--- config.mk ---
export PLATFORM = sky130hd
export DESIGN_NAME = keypad_key_filter
export DESIGN_NICKNAME = d
export VERILOG_FILES = /design/src/rtl/keypad_pkg.sv /design/src/rtl/keypad_timer.sv /design/src/rtl/keypad_key_filter.sv
export SDC_FILE = /design/constraint.sdc
export NUM_CORES = 1
export LEC_CHECK = 0
export CAP_MARGIN = 40
export CELL_PAD_IN_SITES_DETAIL_PLACEMENT = 1
export CELL_PAD_IN_SITES_GLOBAL_PLACEMENT = 1
export CORE_MARGIN = 1
export CORE_UTILIZATION = 46
export DETAILED_ROUTE_END_ITERATION = 10
export PLACE_DENSITY = 0.9
export SETUP_SLACK_MARGIN = 0.4
export SLEW_MARGIN = 20
export SYNTH_ARGS = -nofsm -noshare
export SYNTH_HDL_FRONTEND = slang
export SYNTH_SLANG_ARGS = --single-unit
--- constraint.sdc ---
create_clock -name clk -period 3.8 [get_ports clk]
set_clock_uncertainty 0.2 [all_clocks]
set_input_delay 0.57 -clock clk [delete_from_list [all_inputs] [get_ports clk]]
set_output_delay 0.57 -clock clk [all_outputs]
set_load 0.1 [all_outputs]
--- src/rtl/keypad_pkg.sv ---
// Shared definitions for the keypad key filter: FSM state type and the
// default timing constants for a 3 MHz system clock.
package keypad_pkg;

    typedef enum logic [1:0] {
        ST_IDLE     = 2'd0,
        ST_DEBOUNCE = 2'd1,
        ST_HELD     = 2'd2,
        ST_RELEASE  = 2'd3
    } key_state_e;

    localparam int KP_DEBOUNCE_CYCLES     = 60000;    // 20 ms
    localparam int KP_REPEAT_DELAY_CYCLES = 1500000;  // 500 ms
    localparam int KP_REPEAT_RATE_CYCLES  = 300000;   // 100 ms

    function automatic int kp_max3(input int a, input int b, input int c);
        int m;
        m = (a > b) ? a : b;
        m = (m > c) ? m : c;
        return m;
    endfunction

endpackage

--- src/rtl/keypad_timer.sv ---
// Saturating load/increment counter with a terminal-count look-ahead flag,
// shared by the debounce and auto-repeat timing paths.
module keypad_timer #(
    parameter int WIDTH = 8
) (
    input  logic             clk,
    input  logic             rst_n,
    input  logic             load,
    input  logic [WIDTH-1:0] load_val,
    input  logic             inc,
    input  logic [WIDTH-1:0] term,
    output logic             hit
);

    localparam logic [WIDTH-1:0] CNT_ONE = WIDTH'(1);
    localparam logic [WIDTH-1:0] CNT_MAX = {WIDTH{1'b1}};

    logic [WIDTH-1:0] count_r;

    // Counter register: load has priority, increment stops at all-ones.
    always_ff @(posedge clk or negedge rst_n) begin
        if (!rst_n) begin
            count_r <= {WIDTH{1'b0}};
        end else if (load) begin
            count_r <= load_val;
        end else if (inc && (count_r != CNT_MAX)) begin
            count_r <= count_r + CNT_ONE;
        end else begin
            count_r <= count_r;
        end
    end

    // High when one more increment reaches the terminal count.
    assign hit = (count_r >= (term - CNT_ONE));

endmodule

--- src/rtl/keypad_key_filter.sv ---
// Keypad key filter: debounces scanner reports into press/release events,
// latches the accepted key and generates optional auto-repeat strobes.
module keypad_key_filter
    import keypad_pkg::*;
#(
    parameter int NROWS               = 4,
    parameter int NCOLS               = 4,
    parameter int DEBOUNCE_CYCLES     = KP_DEBOUNCE_CYCLES,
    parameter int REPEAT_DELAY_CYCLES = KP_REPEAT_DELAY_CYCLES,
    parameter int REPEAT_RATE_CYCLES  = KP_REPEAT_RATE_CYCLES
) (
    input  logic                            clk,
    input  logic                            rst_n,
    input  logic                            key_pressed,
    input  logic [NROWS-1:0]                row_idx,
    input  logic [NCOLS-1:0]                col_idx,
    input  logic                            repeat_en,
    output logic                            key_valid,
    output logic                            key_held,
    output logic                            key_release,
    output logic [NROWS-1:0]                key_row,
    output logic [NCOLS-1:0]                key_col,
    output logic [$clog2(NROWS*NCOLS)-1:0]  key_code
);

    localparam int CW = $clog2(kp_max3(DEBOUNCE_CYCLES, REPEAT_DELAY_CYCLES, REPEAT_RATE_CYCLES)) + 1;
    localparam int KW = $clog2(NROWS * NCOLS);
    localparam logic [CW-1:0] CNT_ZERO = {CW{1'b0}};
    localparam logic [CW-1:0] CNT_ONE  = CW'(1);

    if (DEBOUNCE_CYCLES < 2) begin : g_bad_debounce
        $fatal(1, "DEBOUNCE_CYCLES must be at least 2");
    end
    if (REPEAT_RATE_CYCLES < 1) begin : g_bad_rate
        $fatal(1, "REPEAT_RATE_CYCLES must be at least 1");
    end
    if (REPEAT_DELAY_CYCLES < 1) begin : g_bad_delay
        $fatal(1, "REPEAT_DELAY_CYCLES must be at least 1");
    end

    key_state_e       state_r, state_s;
    logic [NROWS-1:0] cand_row_r, cand_row_s, row_s;
    logic [NCOLS-1:0] cand_col_r, cand_col_s, col_s;
    logic [KW-1:0]    cand_code_s, code_s;
    logic             rep_phase_r, rep_phase_s;
    logic             cand_s, match_s;
    logic             valid_s, held_s, release_s;
    logic             deb_load_s, deb_inc_s, deb_hit_s;
    logic [CW-1:0]    deb_load_val_s;
    logic             rep_load_s, rep_inc_s, rep_hit_s;
    logic [CW-1:0]    rep_term_s;
    int               row_bin_s, col_bin_s;

    assign cand_s  = key_pressed && $onehot(row_idx) && $onehot(col_idx);
    assign match_s = cand_s && (row_idx == cand_row_r) && (col_idx == cand_col_r);
    // After the first repeat the timer runs against the shorter rate interval.
    assign rep_term_s = rep_phase_r ? CW'(REPEAT_RATE_CYCLES) : CW'(REPEAT_DELAY_CYCLES);

    keypad_timer #(.WIDTH(CW)) u_deb_timer (
        .clk      (clk),
        .rst_n    (rst_n),
        .load     (deb_load_s),
        .load_val (deb_load_val_s),
        .inc      (deb_inc_s),
        .term     (CW'(DEBOUNCE_CYCLES)),
        .hit      (deb_hit_s)
    );

    keypad_timer #(.WIDTH(CW)) u_rep_timer (
        .clk      (clk),
        .rst_n    (rst_n),
        .load     (rep_load_s),
        .load_val (CNT_ZERO),
        .inc      (rep_inc_s),
        .term     (rep_term_s),
        .hit      (rep_hit_s)
    );

    // Binary index of the latched candidate key.
    always_comb begin
        row_bin_s = 0;
        col_bin_s = 0;
        for (int r = 0; r < NROWS; r++) row_bin_s = cand_row_r[r] ? r : row_bin_s;
        for (int c = 0; c < NCOLS; c++) col_bin_s = cand_col_r[c] ? c : col_bin_s;
        cand_code_s = KW'(row_bin_s * NCOLS + col_bin_s);
    end

    // Next-state, timer control and next output values.
    always_comb begin
        state_s        = state_r;
        cand_row_s     = cand_row_r;
        cand_col_s     = cand_col_r;
        deb_load_s     = 1'b0;
        deb_load_val_s = CNT_ZERO;
        deb_inc_s      = 1'b0;
        rep_load_s     = 1'b0;
        rep_inc_s      = 1'b0;
        rep_phase_s    = rep_phase_r;
        valid_s        = 1'b0;
        held_s         = key_held;
        release_s      = 1'b0;
        row_s          = key_row;
        col_s          = key_col;
        code_s         = key_code;
        case (state_r)
            ST_IDLE: begin
                if (cand_s) begin
                    cand_row_s     = row_idx;
                    cand_col_s     = col_idx;
                    deb_load_s     = 1'b1;
                    deb_load_val_s = CNT_ONE;
                    state_s        = ST_DEBOUNCE;
                end else begin
                    deb_load_s = 1'b1;
                end
            end
            ST_DEBOUNCE: begin
                if (match_s && deb_hit_s) begin
                    state_s     = ST_HELD;
                    valid_s     = 1'b1;
                    held_s      = 1'b1;
                    row_s       = cand_row_r;
                    col_s       = cand_col_r;
                    code_s      = cand_code_s;
                    deb_load_s  = 1'b1;
                    rep_load_s  = 1'b1;
                    rep_phase_s = 1'b0;
                end else if (match_s) begin
                    deb_inc_s = 1'b1;
                end else if (cand_s) begin
                    cand_row_s     = row_idx;
                    cand_col_s     = col_idx;
                    deb_load_s     = 1'b1;
                    deb_load_val_s = CNT_ONE;
                end else begin
                    state_s    = ST_IDLE;
                    deb_load_s = 1'b1;
                end
            end
            ST_HELD: begin
                if (match_s) begin
                    deb_load_s = 1'b1;
                end else begin
                    state_s        = ST_RELEASE;
                    deb_load_s     = 1'b1;
                    deb_load_val_s = CNT_ONE;
                end
            end
            ST_RELEASE: begin
                if (match_s) begin
                    state_s    = ST_HELD;
                    deb_load_s = 1'b1;
                end else if (deb_hit_s) begin
                    state_s    = ST_IDLE;
                    held_s     = 1'b0;
                    release_s  = 1'b1;
                    deb_load_s = 1'b1;
                end else begin
                    deb_inc_s = 1'b1;
                end
            end
            default: begin
                state_s    = ST_IDLE;
                deb_load_s = 1'b1;
            end
        endcase
        // Every matching sample of an accepted key advances the repeat timer,
        // including the one that ends a short dropout.
        if (match_s && ((state_r == ST_HELD) || (state_r == ST_RELEASE))) begin
            if (repeat_en) begin
                if (rep_hit_s) begin
                    valid_s     = 1'b1;
                    rep_load_s  = 1'b1;
                    rep_phase_s = 1'b1;
                end else begin
                    rep_inc_s = 1'b1;
                end
            end else begin
                rep_load_s  = 1'b1;
                rep_phase_s = 1'b0;
            end
        end else begin
            rep_inc_s = 1'b0;
        end
    end

    // FSM state, candidate latch and repeat phase registers.
    always_ff @(posedge clk or negedge rst_n) begin
        if (!rst_n) begin
            state_r     <= ST_IDLE;
            cand_row_r  <= {NROWS{1'b0}};
            cand_col_r  <= {NCOLS{1'b0}};
            rep_phase_r <= 1'b0;
        end else begin
            state_r     <= state_s;
            cand_row_r  <= cand_row_s;
            cand_col_r  <= cand_col_s;
            rep_phase_r <= rep_phase_s;
        end
    end

    // Registered outputs.
    always_ff @(posedge clk or negedge rst_n) begin
        if (!rst_n) begin
            key_valid   <= 1'b0;
            key_held    <= 1'b0;
            key_release <= 1'b0;
            key_row     <= {NROWS{1'b0}};
            key_col     <= {NCOLS{1'b0}};
            key_code    <= {KW{1'b0}};
        end else begin
            key_valid   <= valid_s;
            key_held    <= held_s;
            key_release <= release_s;
            key_row     <= row_s;
            key_col     <= col_s;
            key_code    <= code_s;
        end
    end

endmodule

## Yosys cells after proc, flatten, opt, wreduce, memory -nomap -nowiden

Cells that the tools add are included.

| storage, ports and cells | value |
|---|---|
| flip-flop bits (word level) | 70 |
| word-level logic and storage cells | 125 |
| input port bits | 12 |

| cells by class | value |
|---|---|
| muxes and demuxes | 63 |
| reductions and logical operators | 19 |
| $add $sub $neg | 10 |
| $lt $le $gt $ge | 2 |
| equality and inequality tests | 19 |

Operators by type and width:

| cell | count |
|---|---|
| $mux W22 | 4 |
| $add A22 B1 Y22 const B | 2 |
| $ne A22 B22 Y1 const B | 2 |
| $mux W1 | 34 |
| $mux W4 | 6 |
| $ge A22 B16 Y1 const B | 1 |
| $ge A22 B22 Y1 | 1 |
| $mux W2 | 11 |
| $sub A21 B1 Y22 const B | 1 |
| $mux W21 | 1 |
| $pmux W4 S2 | 2 |
| $ne A2 B2 Y1 const B | 7 |
| $ne A3 B3 Y1 const B | 3 |
| $add A1 B1 Y2 | 4 |
| $eq A4 B4 Y1 | 2 |
| $logic_and A1 B1 Y1 | 8 |
| $pmux W2 S4 | 1 |
| $reduce_bool A2 Y1 | 4 |
| $add A2 B2 Y3 | 2 |
| $eq A3 B1 Y1 const B | 2 |
| $pmux W1 S3 | 2 |
| $reduce_and A5 Y1 | 1 |
| $add A4 B2 Y4 | 1 |
| $eq A2 B2 Y1 const B | 2 |
| 8 further kinds | 9 |

## Longest topological paths before layout

Gate-level depths: netlist (run 1).

| depth | value |
|---|---|
| word-level depth | 14 |
| mapped depth | 13 |

## By module

From an unflattened synthesis (run 1), not the netlist that was laid out.

| unflattened totals | value |
|---|---|
| cells, all modules | 637 |
| area, all modules | 5795.6 um2 |

By module, submodules not included:

| module | area an instance (um2) | sequential area each (um2) | cells an instance | instances |
|---|---|---|---|---|
| keypad_timer at u_rep_timer | 2205.9 | 550.5 | 250 | 1 |
| keypad_timer at u_deb_timer | 2175.8 | 550.5 | 262 | 1 |
| keypad_key_filter | 1413.9 | 650.6 | 125 | 1 |

## Worst setup path after synthesis (run 1)

OpenSTA, ideal clock, no wires.

| timing path | value |
|---|---|
| path type | input port to flip-flop |
| from | in col_idx[0] |
| to | reg u_rep_timer.count_r[18] |
| setup time | 78 ps |
| arrival | 3329 ps |
| required time | 3522 ps |
| stages | 12 |
| slack | 193 ps |
| path through | inv_1 -> fa_1 -> inv_1 -> ha_1 -> ha_1 -> nor4bb_1 -> and3_1 -> nand3_1 -> or3_1 -> clkbuf_2 -> or4_1 -> a21oi_1 |

| between the ends | value |
|---|---|
| cells in the longest elaborated chain, start to end | 13 |

Ends and longest elaborated chain:

| item | RTL line | source |
|---|---|---|
| start: declaration | keypad_key_filter.sv:16 | `input logic [NCOLS-1:0] col_idx,` |
| $add A1 B1 Y2 (not written as such) | keypad_key_filter.sv:54 | `assign cand_s = key_pressed && $onehot(row_idx) && $onehot(col_idx);` |
| $add A2 B2 Y3 (not written as such) | keypad_key_filter.sv:54 |  |
| $eq A3 B1 Y1 | keypad_key_filter.sv:54 |  |
| $logic_and A1 B1 Y1 | keypad_key_filter.sv:54 |  |
| $logic_and A1 B1 Y1 | keypad_key_filter.sv:55 | `assign match_s = cand_s && (row_idx == cand_row_r) && (col_idx == cand_col_r);` |
| $logic_and A1 B1 Y1 * | keypad_key_filter.sv:55 |  |
| $logic_and A1 B1 Y1 | keypad_key_filter.sv:118 | `if (match_s && deb_hit_s) begin` |
| $mux W1 | keypad_key_filter.sv:118 |  |
| $mux W1 | keypad_key_filter.sv:105 | `case (state_r)` |
| $mux W1 | keypad_key_filter.sv:171 | `if (rep_hit_s) begin` |
| $mux W1 | keypad_key_filter.sv:170 | `if (repeat_en) begin` |
| $mux W1 | keypad_key_filter.sv:169 | `if (match_s && ((state_r == ST_HELD) \|\| (state_r == ST_RELEASE))) begin` |
| $mux W22 or $reduce_bool A2 Y1 (tied branches) | - |  |
| end signal: assignment | keypad_timer.sv:23 | `count_r <= {WIDTH{1'b0}};` |
| end signal: assignment | keypad_timer.sv:25 | `count_r <= load_val;` |
| end signal: assignment | keypad_timer.sv:27 | `count_r <= count_r + CNT_ONE;` |
| end: declaration | keypad_timer.sv:18 | `logic [WIDTH-1:0] count_r;` |

Every way passes the cells marked *; elsewhere a longest branch is shown, timed or not.
A chain may end at the register's enable or synchronous reset.

## Worst setup path in the final report (run 1)

| timing path | value |
|---|---|
| from | in col_idx[3] |
| to | reg rep_phase_r |

| between the ends | value |
|---|---|
| cells in the longest elaborated chain, start to end | 12 |

Ends and longest elaborated chain:

| item | RTL line | source |
|---|---|---|
| $add A1 B1 Y2 (not written as such) | keypad_key_filter.sv:54 |  |
| $add A2 B2 Y3 (not written as such) | keypad_key_filter.sv:54 |  |
| $eq A3 B1 Y1 | keypad_key_filter.sv:54 |  |
| $logic_and A1 B1 Y1 | keypad_key_filter.sv:54 |  |
| $logic_and A1 B1 Y1 | keypad_key_filter.sv:55 |  |
| $logic_and A1 B1 Y1 * | keypad_key_filter.sv:55 |  |
| $logic_and A1 B1 Y1 | keypad_key_filter.sv:118 |  |
| $mux W1 | keypad_key_filter.sv:118 |  |
| $mux W1 | keypad_key_filter.sv:105 |  |
| $mux W1 | keypad_key_filter.sv:171 |  |
| $mux W1 | keypad_key_filter.sv:170 |  |
| $mux W1 * | keypad_key_filter.sv:169 |  |
| via rep_phase_s | keypad_key_filter.sv:45 | `logic rep_phase_r, rep_phase_s;` |
| end signal: assignment | keypad_key_filter.sv:198 | `rep_phase_r <= rep_phase_s;` |
| end: declaration | keypad_key_filter.sv:45 |  |

The timed path passes the listed nets; every way through them passes the cells marked *.

==> flow_metrics.py, run 1 <==
metrics = {
    "placed_design": {
        "numPortBuffers": 26,
        "gp_congestion": 0.860,
        "place_area_mm2": 0.00460,
        "place_hpwl_um": 9680,
    },
    "worst_setup_path": {
        "crit_chain": "buf_8, inv_4, fa_1, inv_2, ha_4, ha_4, nor4bb_4, and3_4, buf_6, nand4_1, buf_4, nor3_4, buf_4, a2bb2oi_2, nor2_1",
        "crit_path_start": "col_idx[3]",
        "worstPathMaxFanout": 6,
        "critPathLaunchType": "input pin",
        "max_stage_delay_ps": 570,
        "worstPathRequired_ps": 3810,
        "critPathCaptureType": "register",
        "slowest_stage": "fa_1",
        "timing.rr.start": "rep_phase_r$_DFF_PN0_",
        "r2r_cells": 8,
        "critical_path.reg2reg.endpoint": "rep_phase_r$_DFF_PN0_",
        "reg2reg_slack_ps": 220,
        "arrival_ps": 3700,
        "crit_end": "rep_phase_r$_DFF_PN0_",
        "criticalPathCategory": "input pin to register",
    },
    "synthesis": {
        "syn-cell-area_mm2": 0.00379,
        "synthTopCellsByCount": "dfrtp_1, nor2_1, nand2_1",
        "synthCells": 401,
        "synth_area_leaders": "dfrtp_1, nor2_1, ha_1",
        "syn_avg_cell_area_um2": 9.44,
        "yosys_warnings": 0,
        "yosysMostFrequentCell": "dfrtp_1",
        "synth_top_family_by_area": "simple AND/OR/NAND/NOR gates",
        "synth.area.mux_share": 0.0324,
        "synthFlopType": "dfrtp_1",
        "synth_fa_ha_area_frac": 0.0502,
        "async_flop_share": 1.00,
        "yosysUniqueCellTypes": 52,
        "yosysSeqAreaShare": 0.463,
        "synth-compound-area-share": 0.122,
        "synthSimpleGateAreaFrac": 0.235,
        "synth-edff-count": 0,
        "synth_top_area_frac": 0.463,
        "synth_top_area_cell": "dfrtp_1",
        "synth_xor_area_frac": 0.0625,
        "synth_seq_cells": 70,
    },
    "clock_tree": {
        "cts_inserted_buffers": 9,
        "clk_latency_ps": 380,
        "cts_root_buffer": "clkbuf_8",
        "cts_max_level": 3,
        "cts_tree": "yes",
        "clock_path_buffers": 2,
        "numClockSinks": 70,
        "clkTransAtPathRegs_ps": 90,
    },
    "sta": {
        "min_period_ps": 3690,
        "max_freq_mhz": 271,
        "timing_max_transition_violations_final": 0,
        "maxSlewHeadroom": 0.518,
        "holdWs_ps": 324,
        "worst_pin_slew_ps": 721,
        "finalSetupViolCount": 0,
        "rsz0062_at_grt": "yes",
        "finalSetupTns_ps": 0,
        "finalCritPeriodShare": 0.972,
        "hold_violations": 0,
    },
    "grt": {
        "use_met3": 0.146,
        "grt_max_degree": 34,
        "grt_busiest_layer": "met2",
        "grtUsageMet2": 0.692,
        "grt_util_all_layers": 0.446,
        "grt_antenna_before_repair": 1,
        "grt_util_met1": 0.524,
        "grt_pass1_vias": 4381,
        "grt_pass1_wl_um": 27300,
        "grt_overflow_total": 0,
    },
    "min_path": {
        "hold_path.class": "register to register",
    },
    "route": {
        "drt-total-wl_um": 20100,
        "vias": 4338,
        "viasPerCell": 7.37,
        "firstDrtPassIters": 5,
        "drtIter0Drc": 569,
        "post_drt_wl_per_cell_um": 34.2,
        "drcViolationCount": 0,
        "ant_nets": 0,
    },
    "cells_and_area": {
        "drive_gt1_frac": 0.232,
        "multi_input_area_mm2": 0.00208,
        "final_util": 0.642,
        "n_antenna_cell": 0,
        "fillCellCount": 866,
        "design_area_mm2": 0.00503,
        "final_nets": 509,
        "seq_area_mm2": 0.00175,
        "area_growth_pct": 33.0,
    },
    "flow_run": {
        "maxCapViolations": 0,
    },
    "floorplanning": {
        "coreArea_mm2": 0.00785,
        "die_h_um": 92.7,
        "die_x_um": 92.7,
        "dieArea_mm2": 0.00860,
        "start_util": 0.482,
        "rows": 32,
        "ios": 27,
    },
    "pwr": {
        "peakVddDrop_v": 0.000239,
        "cellPowerDensity_mw_per_mm2": 363,
        "p_leak_nw": 2.22,
    },
    "run_status": {
        "status": "finished, final reports clean",
    },
}
power breakdown:
group | internal [mW] | total [mW] | switching [mW]
clock network | 0.316 | 0.640 | 0.324
logic | 0.102 | 0.312 | 0.210
registers | 0.788 | 0.875 | 0.0863
layer usage:
| layer | part of all wire | routed length [um] |
|---|---|---|
| met5 | 0 | 0 |
| met2 | 0.43 | 8660 |
| met3 | 0.13 | 2650 |
| met4 | 0.11 | 2300 |
| met1 | 0.32 | 6500 |
final cells by class:
class,instances,area share
multi-input combinational,302,0.413
sequential,70,0.348
timing repair buffer,80,0.161
clock buffer,11,0.0281
tap,102,0.0253
inverter,20,0.0154
clock inverter,4,0.00944
layout by cell type (no fill, tap or decap), types with 3 or more instances in the layout:
cell and n:
buf_8 14, xor2_1 12, nor3_1 8, conb_1 6, or3_4 3, and4_1 6, nand2_1 38, a21o_1 4
clkbuf_8 10, nand4_1 15, buf_6 4, nand3_1 13, and3_1 12, a21oi_1 19, mux2_2 10, inv_2 6
a31oi_1 10, and2_1 6, nor2_1 40, buf_4 33, xnor2_1 15, dfrtp_1 70, o21ai_1 3, ha_1 8
nor4_1 14, o21ai_0 13, buf_2 6, ha_4 3, clkdlybuf4s50_1 19, inv_1 12
what timing repair did:
| action | CTS | global route |
|---|---|---|
| setup endpoints to repair | 62 | 32 |
| pin swaps | 7 | 8 |
| gates resized for setup | 46 | 19 |
| hold buffers | 0 | 1 |
| buffers inserted | 6 | 3 |
| endpoints found under the hold margin | 0 | 28 |
metrics by stage:
stage	power (mW)	std cells	setup WS [ps]
6_report	1.83	589	105
4_1_cts	1.74	584	424
3_5_place_dp	1.07	563	-465
5_1_grt	1.84	589	30.4
3_3_place_gp	1.03	547	-213
2_1_floorplan	0.960	406	360
state kept, by name, summed over array words and instances (netlist names), 2 cells and up:
signal / cells
u_rep_timer.count_r: 22
u_deb_timer.count_r: 22
cand_row_r: 4
cand_col_r: 4
state_r: 2
key_code: 4
key_row: 4
key_col: 4
worst min path at each step:
stage                                                   start                             endpoint  slack [ps]  depth (start not counted)
final                     u_deb_timer.count_r[15]$_DFFE_PN0P_  u_deb_timer.count_r[15]$_DFFE_PN0P_         320                          2
after global routing                               col_idx[1]            cand_col_r[1]$_DFFE_PN0P_         350                          3
after CTS                                               rst_n   u_rep_timer.count_r[0]$_DFFE_PN0P_          80                          1
after detailed placement               key_col[1]$_DFFE_PN0P_               key_col[1]$_DFFE_PN0P_         300                          1
after global placement    u_deb_timer.count_r[15]$_DFFE_PN0P_  u_deb_timer.count_r[15]$_DFFE_PN0P_         280                          2
after floorplan                                         rst_n            cand_col_r[0]$_DFFE_PN0P_          70                          0
logic make-up after synthesis:
kind of cell    count (synthesis)
xor+xnor                       27
mux                            11
flops                          70
buf+inv                        34
other cells                     1
compound gates                 71
simple gates                  173
fa+ha+maj                      14
critical path: cells and delay by family:
family,cells,cell delay [ps]
AND/OR/NAND/NOR,5,1070
adder cells (fa/ha/maj),3,950
AO/OA/AOI/OAI,1,360
buffers and inverters,6,730
No activity file was read; power rests on OpenSTA's default activity.
==> run 2, diff against run 1 <==
--- a/config.mk
+++ b/config.mk
@@ -5,7 +5,6 @@
 export SDC_FILE = /design/constraint.sdc
 export NUM_CORES = 1
 export LEC_CHECK = 0
-export CAP_MARGIN = 40
 export CELL_PAD_IN_SITES_DETAIL_PLACEMENT = 1
 export CELL_PAD_IN_SITES_GLOBAL_PLACEMENT = 1
 export CORE_MARGIN = 1
==> flow_metrics.py, run 2 (synthesis results as in run 1) <==
metrics = {
    "run_status": {
        "status": "finished, final reports clean",
    },
    "cells_and_area": {
        "area_growth_pct": 22.7,
        "final_util": 0.592,
        "drive_gt1_frac": 0.183,
        "n_antenna_cell": 0,
        "design_area_mm2": 0.00465,
        "final_common_cell": "dfrtp_1",
        "largestRegisters": "u_deb_timer.count_r (22), u_rep_timer.count_r (22)",
        "final_cell_mix": "dfrtp_1, nor2_1, nand2_1",
        "final_nets": 485,
        "final_cells": 566,
    },
    "worst_setup_path": {
        "timing.rr.start": "rep_phase_r$_DFF_PN0_",
        "critPathLaunchType": "input pin",
        "critical_path.reg2reg.endpoint": "u_rep_timer.count_r[14]$_DFFE_PN0P_",
        "critPathCaptureType": "register",
        "arrival_ps": 3470,
        "worstPathMaxFanout": 7,
        "reg2reg_slack_ps": 580,
        "r2r_cells": 7,
        "worstPathRequired_ps": 3850,
        "criticalPathCategory": "input pin to register",
    },
    "route": {
        "drtIter0Drc": 226,
        "firstDrtPassIters": 5,
        "drcViolationCount": 0,
        "drt-total-wl_um": 13500,
        "ant_nets": 0,
        "post_drt_wl_per_cell_um": 23.8,
        "vias": 3654,
        "viasPerCell": 6.46,
    },
    "sta": {
        "holdWs_ps": 62.2,
        "rsz0062_at_grt": "yes",
        "finalCritPeriodShare": 0.901,
        "min_period_ps": 3420,
        "hold_violations": 0,
        "finalSetupViolCount": 0,
        "finalSetupTns_ps": 0,
        "max_freq_mhz": 292,
        "maxSlewHeadroom": 0.248,
        "setup_ws_ps": 375,
        "timing_max_transition_violations_final": 0,
        "worst_pin_slew_ps": 1120,
    },
    "floorplanning": {
        "dieArea_mm2": 0.00860,
        "coreArea_mm2": 0.00785,
        "start_util": 0.482,
        "die_h_um": 92.7,
        "ios": 27,
        "die_x_um": 92.7,
        "rows": 32,
    },
    "grt": {
        "grt_overflow_total": 0,
        "grt_pass1_vias": 3788,
        "grt_antenna_before_repair": 0,
        "grt_pass1_wl_um": 19700,
        "grt_util_all_layers": 0.303,
        "grt_max_degree": 34,
    },
    "clock_tree": {
        "clkTransAtPathRegs_ps": 90,
        "clock_path_buffers": 2,
        "clk_latency_ps": 370,
        "numClockSinks": 70,
        "cts_inserted_buffers": 9,
        "cts_root_buffer": "clkbuf_8",
        "cts_max_level": 3,
        "cts_tree": "yes",
        "ctsHoldBuffers": 0,
    },
    "pwr": {
        "switching_power_mw": 0.557,
        "p_leak_nw": 2.05,
        "power_mw": 1.76,
        "peakVddDrop_v": 0.000371,
        "switching_share": 0.316,
        "p_int_mw": 1.20,
        "seq_power_share": 0.487,
        "clkPwrFrac": 0.364,
        "power_frac_comb": 0.149,
        "cellPowerDensity_mw_per_mm2": 379,
    },
    "placed_design": {
        "place_ws_ps": -351,
        "place_inst": 547,
        "place_area_mm2": 0.00435,
        "gp_congestion": 0.860,
        "place_hpwl_um": 7790,
        "numPortBuffers": 26,
    },
    "min_path": {
        "hold_path.class": "input pin to asynchronous set/reset pin",
    },
    "flow_run": {
        "maxCapViolations": 0,
    },
}
run 2: cell count changes in the layout (fill, tap and decap cells not counted), sizes merged:
cell | previous run | this run
dlygate4sd2 | 0 | 1
clkinvlp | 1 | 2
dlygate4sd3 | 1 | 0
clkbuf | 11 | 12
buf | 60 | 34
clkdlybuf4s15 | 0 | 1
run 2: what timing repair did:
| action | in CTS | in global routing |
|---|---|---|
| buffers inserted | 3 | 0 |
| hold endpoints to repair | 0 | 0 |
| resized for setup | 31 | 10 |
| setup endpoints to repair | 60 | 25 |
| cloned | 0 | 0 |
| pin swaps | 8 | 6 |
run 2: worst max path at each step:
stage | cells after the start | to | from | slack, ps
5_1_grt | 14 | u_rep_timer.count_r[11]$_DFFE_PN0P_ | row_idx[1] | 340
3_3_place_gp | 13 | key_col[0]$_DFFE_PN0P_ | col_idx[0] | -210
3_5_place_dp | 14 | u_rep_timer.count_r[11]$_DFFE_PN0P_ | col_idx[0] | -350
6_report | 15 | u_rep_timer.count_r[19]$_DFFE_PN0P_ | row_idx[1] | 380
2_1_floorplan | 11 | u_rep_timer.count_r[16]$_DFFE_PN0P_ | col_idx[0] | 360
4_1_cts | 14 | u_rep_timer.count_r[11]$_DFFE_PN0P_ | row_idx[0] | 410
run 2: layout make-up:
class	instances	area (um^2)
fillers	911	3200
clock buffers	11	141
flip-flops and latches	70	1750
repair buffers	56	473
multi-input cells	302	2020
clock inverters	5	58.8
inverters	20	75.1
well taps	102	128
run 2: critical path: stages:
cell             delay, ps
clkdlybuf4s15_1        210
inv_2                   60
fa_1                   560
inv_1                   50
ha_1                   230
ha_4                   250
nor2_2                 120
and3_4                 230
buf_6                  110
nand4_1                180
buf_6                  220
buf_4                  130
nor4_2                 320
xnor2_1                160
nor2_1                  60
run 2: power by group through the flow:
stage	Combinational (mW)	Clock, mW	Sequential (mW)
6_report	0.263	0.641	0.857
5_1_grt	0.274	0.678	0.861
4_1_cts	0.218	0.643	0.852
3_5_place_dp	0.200	0	0.864
3_3_place_gp	0.174	0	0.860
2_1_floorplan	0.118	0	0.843
run 2: per-layer routing:
metal  up-vias  routed length [um]  part of all wire  track usage
li1       1557                   -                 -            -
met1      1847                5340              0.40        0.375
met2       190                6550              0.49        0.494
met3        60                 948             0.070       0.0805
met4         0                 616             0.046        0.142
met5         -                   0                 0            0
